File: config.mk
export PLATFORM = sky130hd
export DESIGN_NAME = itcm_autoload_ahb_master
export DESIGN_NICKNAME = d
export VERILOG_FILES = /design/src/rtl/itcm_autoload_ahb_master.sv
export SDC_FILE = /design/constraint.sdc
export NUM_CORES = 1
export LEC_CHECK = 0
export BUFFER_PORTS_ARGS = -buffer_cell sky130_fd_sc_hd__buf_4
export CORE_UTILIZATION = 26
export DETAILED_ROUTE_END_ITERATION = 6
export PLACE_DENSITY_LB_ADDON = 0.1
export SYNTH_ARGS = -nofsm -noshare
export SYNTH_HDL_FRONTEND = slang
export SYNTH_SLANG_ARGS = --single-unit
File: constraint.sdc
create_clock -name clk -period 6.1 [get_ports clk]
set_input_delay 0.61 -clock clk [delete_from_list [all_inputs] [get_ports clk]]
set_output_delay 0.61 -clock clk [all_outputs]
set_load 0.02 [all_outputs]
File: src/rtl/itcm_autoload_ahb_master.sv
// ---------------------------------------------------------------------------
// itcm_autoload_ahb_master
//
// Serves word read requests from the ITCM auto-loader over AHB-Lite. Each
// accepted request becomes one single-word read. Address phases are
// pipelined against data phases. Returned words are delivered in request
// order with a one-cycle valid strobe. Session completion, beat count and a
// sticky error flag are reported alongside.
//
// Ports:
//   clk, rst                 clock, asynchronous active-high reset
//   itcm_auto_load           loader session active / request valid
//   itcm_auto_load_addr      word address of the requested beat
//   IAHB_ready               request accepted this cycle (combinational)
//   IAHB_read_data(_valid)   returned word and its one-cycle strobe
//   HADDR/HTRANS/HWRITE/HSIZE/HBURST/HPROT   AHB-Lite master address phase
//   HREADY/HRDATA/HRESP      AHB-Lite slave response
//   load_done                pulse when a session ends without error
//   load_error(_addr)        sticky error flag and address of failing beat
//   load_beats               words returned this session (saturating)
// ---------------------------------------------------------------------------
module itcm_autoload_ahb_master #(
    parameter int ADDR_WIDTH = 32,
    parameter int DATA_WIDTH = 32,
    parameter int CNT_WIDTH  = 16
) (
    input  logic                  clk,
    input  logic                  rst,
    input  logic                  itcm_auto_load,
    input  logic [ADDR_WIDTH-1:0] itcm_auto_load_addr,
    output logic                  IAHB_ready,
    output logic [DATA_WIDTH-1:0] IAHB_read_data,
    output logic                  IAHB_read_data_valid,
    output logic [ADDR_WIDTH-1:0] HADDR,
    output logic [1:0]            HTRANS,
    output logic                  HWRITE,
    output logic [2:0]            HSIZE,
    output logic [2:0]            HBURST,
    output logic [3:0]            HPROT,
    input  logic                  HREADY,
    input  logic [DATA_WIDTH-1:0] HRDATA,
    input  logic                  HRESP,
    output logic                  load_done,
    output logic                  load_error,
    output logic [ADDR_WIDTH-1:0] load_error_addr,
    output logic [CNT_WIDTH-1:0]  load_beats
);

    localparam logic [1:0] HTRANS_IDLE   = 2'b00;
    localparam logic [1:0] HTRANS_NONSEQ = 2'b10;
    localparam logic [1:0] HTRANS_SEQ    = 2'b11;

    typedef enum logic [1:0] {
        ST_IDLE,
        ST_RUN,
        ST_DRAIN,
        ST_ERR
    } state_t;

    state_t                state;
    logic                  dphase;       // a data phase is outstanding
    logic [ADDR_WIDTH-1:0] dphase_addr;  // address of the outstanding data phase

    logic addr_done;
    logic data_done;
    logic err_first;
    logic handshake;
    logic seq_ok;

    assign HWRITE = 1'b0;
    assign HSIZE  = 3'b010;
    assign HBURST = 3'b001;
    assign HPROT  = 4'b0010;

    assign addr_done = HTRANS[1] && HREADY;
    assign data_done = dphase && HREADY;
    // First cycle of the two-cycle ERROR response; the only point where a
    // stalled address phase may legally be withdrawn.
    assign err_first = dphase && HRESP && !HREADY;

    // NOTE: ready depends combinationally on HREADY so a new address can be
    // accepted in the same cycle the previous address phase completes,
    // which is what sustains one word per cycle.
    assign IAHB_ready = itcm_auto_load && (state == ST_RUN)
                        && ((HTRANS == HTRANS_IDLE) || HREADY)
                        && !(dphase && HRESP);
    assign handshake  = itcm_auto_load && IAHB_ready;

    // Continue the INCR burst only when back-to-back, contiguous, and not
    // starting a new 1KB region.
    assign seq_ok = addr_done
                    && (itcm_auto_load_addr == HADDR + ADDR_WIDTH'(4))
                    && (itcm_auto_load_addr[9:0] != 10'd0);

    // NOTE: all state here is updated with non-blocking assignments so every
    // decision in a cycle sees the pre-edge values of HTRANS, dphase, state.
    always_ff @(posedge clk or posedge rst) begin
        if (rst) begin
            state                <= ST_IDLE;
            dphase               <= 1'b0;
            dphase_addr          <= '0;
            HADDR                <= '0;
            HTRANS               <= HTRANS_IDLE;
            IAHB_read_data       <= '0;
            IAHB_read_data_valid <= 1'b0;
            load_done            <= 1'b0;
            load_error           <= 1'b0;
            load_error_addr      <= '0;
            load_beats           <= '0;
        end else begin
            IAHB_read_data_valid <= 1'b0;
            load_done            <= 1'b0;

            if (err_first) begin
                HTRANS          <= HTRANS_IDLE;
                load_error      <= 1'b1;
                load_error_addr <= dphase_addr;
                state           <= ST_ERR;
            end else begin
                // Address phase pipeline
                if (handshake) begin
                    HADDR  <= itcm_auto_load_addr;
                    HTRANS <= seq_ok ? HTRANS_SEQ : HTRANS_NONSEQ;
                end else if (addr_done) begin
                    HTRANS <= HTRANS_IDLE;
                end

                // Data phase tracking; a completing address phase always
                // opens the next data phase, even if one closes this cycle.
                if (addr_done) begin
                    dphase      <= 1'b1;
                    dphase_addr <= HADDR;
                end else if (data_done) begin
                    dphase <= 1'b0;
                end

                if (data_done && !HRESP) begin
                    IAHB_read_data       <= HRDATA;
                    IAHB_read_data_valid <= 1'b1;
                    if (load_beats != '1) begin
                        load_beats <= load_beats + CNT_WIDTH'(1);
                    end
                end

                unique case (state)
                    ST_IDLE: begin
                        if (itcm_auto_load) begin
                            state      <= ST_RUN;
                            load_beats <= '0;
                        end
                    end
                    ST_RUN: begin
                        if (!itcm_auto_load) begin
                            state <= ST_DRAIN;
                        end
                    end
                    ST_DRAIN: begin
                        // Nothing in flight: the last valid has already been
                        // issued, so done follows it.
                        if ((HTRANS == HTRANS_IDLE) && !dphase) begin
                            state     <= ST_IDLE;
                            load_done <= 1'b1;
                        end
                    end
                    ST_ERR: begin
                        if (!itcm_auto_load && !dphase) begin
                            state <= ST_IDLE;
                        end
                    end
                    default: state <= ST_IDLE;
                endcase
            end
        end
    end

endmodule

; Yosys cells after proc, flatten, opt, wreduce, memory -nomap -nowiden
; Index checks and enable logic that the tools add are counted.
[op_classes]
n_eq_ne = 9
reduce_logical = 29
add_sub_neg = 2
n_mux = 21
bitwise_logic = 1
[op_table]
columns = op, count
row1 = two-way mux 16 bit, 4
row2 = "adder 32 x 3 -> 32 bit, second input constant", 1
row3 = equality test 32 bit, 1
row4 = "adder 16 x 1 -> 16 bit, second input constant", 1
row5 = two-way mux 2 bit, 8
row6 = "!= test 16 bit, second input constant", 1
row7 = logical AND 1 bit, 13
row8 = "!= test 3 bit, second input constant", 4
row9 = nonzero test 10 bit, 1
row10 = two-way mux 1 bit, 8
row11 = case mux 2 bit (4 select lines), 1
row12 = AND reduction 2 bit, 4
row13 = zero test 1 bit, 5
row14 = "equality test 2 bit, second input constant", 2
row15 = zero test 2 bit, 2
row16 = AND reduction 4 bit, 1
row17 = nonzero test 3 bit, 1
row18 = "equality test 2 x 1 -> 1 bit, second input constant", 1
row19 = nonzero test 2 bit, 1
row20 = logical OR 1 bit, 1
row21 = inverter 1 bit, 1
[totals]
ff_bits = 152

; Longest topological paths before layout
[depth]
word_depth = 7
ltp_mapped = 9
ltp_nobuf = 8

; Least setup slack after synthesis
; No wires, ideal clock.
[synth_timing]
path_kind = register to register
startpoint = reg HADDR[2]
endpoint = reg HTRANS[0]
path_buffers = 0
setup_time_ps = 77
synth_period_minus_slack_ps = 2307
t_required_ps = 6023
t_arrival_ps = 2230
stages_incl_launch_ff = 9
setup_slack_ps = 3793
cell_sequence = dfrtp_1 > ha_1 > nand4_1 > nor4_2 > nor2b_1 > or3_1 > a21oi_1 > o2111ai_1 > o21ai_1
[synth_between]
elab_chain_cells = 7
[synth_lines]
columns = element, line
row1 = "start, declared", 34  ; output logic [ADDR_WIDTH-1:0] HADDR,
row2 = "start signal, assigned", 122  ; HADDR <= itcm_auto_load_addr;
row3 = adder 32 x 3 -> 32 bit, 92  ; && (itcm_auto_load_addr == HADDR + ADDR_WIDTH'(4))
row4 = equality test 32 bit, 92
row5 = logical AND 1 bit, 92
row6 = logical AND 1 bit, 93  ; && (itcm_auto_load_addr[9:0] != 10'd0);
row7 = two-way mux 1 bit, 123  ; HTRANS <= seq_ok ? HTRANS_SEQ : HTRANS_NONSEQ;
row8 = two-way mux 2 bit, 121  ; if (handshake) begin
row9 = two-way mux 2 bit, 114  ; if (err_first) begin
row10 = "end signal, assigned", 123
row11 = "end, declared", 35  ; output logic [1:0] HTRANS,
; Every way passes these cells.
; A chain may end at the register's enable or synchronous reset.

; Worst setup path in the final report
[layout_timing]
startpoint = reg HTRANS[1]
endpoint = out IAHB_ready
[layout_between]
elab_chain_cells = 4
[layout_lines]
columns = element, line
row1 = zero test 2 bit, 85  ; && ((HTRANS == HTRANS_IDLE) || HREADY)
row2 = logical OR 1 bit, 85
row3 = logical AND 1 bit, 85
row4 = logical AND 1 bit, 86  ; && !(dphase && HRESP);
row5 = "end, declared", 31  ; output logic IAHB_ready,
; Every way passes these cells.

==> impl_metrics.toml <==
[status]
status = "finished clean"

[placed_design]
io_buffers = 186
place_inst = 1212
dp.final_hpwl_um = 14100
place.gp.congestion = 0.761
dp_slack_ps = 3430

[critical_path]
cp_common_cell = "buf_4"
cp-end-kind = "primary output"
crit_chain = "nor2_1 > o2111ai_2 > buf_4 > clkinv_1 > buf_4 > buf_4"
path_class = "reg -> out"
rrSetupSlack_ps = 3520
worstReg2RegEnd = "HTRANS[0]"
critical_path_required_ps = 5490
ff2ff_path_depth = 8
critPathTopFamily = "buffers and inverters"
critPathBufInv = 4
cp_max_fo = 35
r2r-start = "HADDR[2]"
slowest_delay_ps = 480
cp-start-kind = "flop"
crit_arrival_ps = 2200
cp_slowest_cell = "dfrtp_1"

[global_route]
overflow = 0
grt_usage = 0.149
grt_max_degree = 101
grt_pass1_wl_um = 32500
first_global_vias = 5609
antenna_found_initial = 0

[die]
boundaryPins = 198
die_w_um = 168
core_sq_um = 27000
initial_core_util = 0.265
num_rows = 60
die_height_um = 168
die_area_sq_um = 28100

[route]
firstDrtPassIters = 4
drcViolationCount = 0
post_drt_wl_per_cell_um = 16.4
drt-total-wl_um = 20400
vias_per_cell = 4.53
num_vias = 5635
drt_iter0_markers = 331
ant_nets = 0

[timing]
finalHoldViolCount = 0
skew_ps = 9.56
setup_ws_ps = 3290
tightestPinTransition_ps = 962
setup_violations = 0
fin_crit_sh = 0.461
fin_setup_tns_ps = 0
slew_viol_final = 0
relSlewSlack = 0.359
rsz0062_at_grt = "false"
min_period_ps = 2810
max_freq_mhz = 355

[synthesis]
yosys.area.top_type_share = 0.533
yosysSeqAreaShare = 0.533
synth-compound-area-share = 0.0622
yosysWarnings = 0
synth-seq-cells = 152
synth_top_family_by_area = "simple AND/OR/NAND/NOR gates"
synth_cell_types = 61
synth_top_area_cell = "dfrtp_1"
synthMuxAreaShare = 0.102
synth_edf_count = 0
async_flop_share = 1.00
synthFlopType = "dfrtp_1"
synth-simple-area-share = 0.209
synth_top_cells_by_count = "nand2_1 (213), dfrtp_1 (152), mux2_2 (63)"
syn_avg_cell_area_sq_um = 10.0
synth-xor-area-share = 0.0528
synth_adder_area_share = 0.00491
synth_most_common_cell = "nand2_1"
synth.cell_area_sq_um = 7140
synth_cells = 713
synth_area_leaders = "dfrtp_1 (53%), nand2_1 (11%), mux2_2 (9.9%), xnor2_1 (3.2%), xor2_1 (2.1%)"

[cts]
post_cts_buffers = 0
cts_tree = "done"
clk_latency_ps = 420
numCtsBuffers = 17
cts.clk_slew.worst_paths_ps = 70
cts_buffer_depth = 2
cts_resized = 0
holdBufCountCts = 0
cts-root-buf = "clkbuf_16"
clkSinkCount = 152
h-tree-depth = 4

[layout]
area_growth_pct = 32.3
final_nets = 961
stdcell_count = 1244
n_antenna_cell = 0
drive_gt1_frac = 0.330

[min_path]
worstHoldPathType = "in -> reg"
hold_path_end = "IAHB_read_data[4]"
min_path_cells = 3
hold_start = "HRDATA[4]"

[power_and_ir_drop]
finalPower_mw = 4.70
p_per_area_nw_per_um2 = 498
p_leak_nw = 4.57
vdd_ir_drop_max_v = 0.000155

[run]
maxCapViolCount = 0
worst max-delay path by stage:
stage / start / endpoint / slack (ps) / cells past startpoint
floorplan: rst / HADDR[0] / 1400 / 1
global placement: itcm_auto_load / IAHB_ready / 3400 / 7
detailed placement: itcm_auto_load / IAHB_ready / 3430 / 7
CTS: HTRANS[1] / IAHB_ready / 3200 / 6
global route: HTRANS[1] / IAHB_ready / 3060 / 6
finish: HTRANS[1] / IAHB_ready / 3290 / 6
kinds of logic after synthesis:
group | Yosys count
compound gates | 67
xor+xnor | 43
fa+ha+maj | 3
buf+inv | 54
flops | 152
mux | 65
other cells | 2
simple gates | 327
per-stage QoR:
step	hold WS, ps	cell area (sq um)	utilization
2_1_floorplan	446	7170	-
3_5_place_dp	457	8850	0.328
5_1_grt	364	9440	0.350
4_1_cts	349	9440	0.350
3_3_place_gp	451	8850	0.328
6_report	377	9440	0.350
final cells by class:
type / count / area (sq um)
fill: 2783 / 17500
sequential: 152 / 3800
multi-input combinational: 516 / 3130
timing repair buffer: 192 / 1440
clock buffer: 21 / 480
tap: 341 / 427
clock inverter: 11 / 114
inverter: 11 / 46.3
sequential cells by signal, indices dropped and copies added, names as in the netlist:
| signal | flops |
|---|---|
| HADDR | 32 |
| HTRANS | 2 |
| IAHB_read_data | 32 |
| IAHB_read_data_valid | 1 |
| dphase | 1 |
| dphase_addr | 32 |
| load_beats | 16 |
| load_done | 1 |
| load_error | 1 |
| load_error_addr | 32 |
| state | 2 |
routing by layer:
| layer | track usage | share of wire | routed length [um] | vias to the layer above |
|---|---|---|---|---|
| met5 | 0 | 0 | 0 | - |
| met4 | 0.0391 | 0.0076 | 154 | 0 |
| met3 | 0.0333 | 0.043 | 879 | 10 |
| met2 | 0.239 | 0.47 | 9540 | 154 |
| met1 | 0.203 | 0.48 | 9810 | 2701 |
| li1 | - | - | - | 2770 |
worst reg2reg max path, delay by kind of cell, from the launching register on:
kind / cells / cell delay [ps]
adders and majority gates: 1 / 320
AOI/OAI and AO/OA: 3 / 400
DFF: 1 / 470
and+or+nand+nor: 4 / 1310
cells in the final DEF, fill, tap and decap left out, types with 5 or more instances in the layout:
master / count
a21oi_1: 17
and4_1: 7
buf_4: 192
clkbuf_16: 17
clkinv_4: 5
conb_1: 11
dfrtp_1: 152
inv_1: 8
mux2_2: 63
nand2_1: 212
nand2b_1: 5
nand3_1: 15
nand4_1: 16
nor2_1: 26
nor3_1: 10
nor4_1: 7
o21ai_0: 15
or3_1: 6
xnor2_1: 26
xor2_1: 17
report_power, final:
part / leakage [nW] / switching (mW) / total, mW / internal (mW)
Combinational: 2.34 / 0.989 / 1.81 / 0.819
Sequential: 1.94 / 0.405 / 1.82 / 1.42
Clock: 0.282 / 0.457 / 1.07 / 0.612
Total: 4.57 / 1.85 / 4.70 / 2.85
Note: power is estimated with default switching activity, not from simulation.
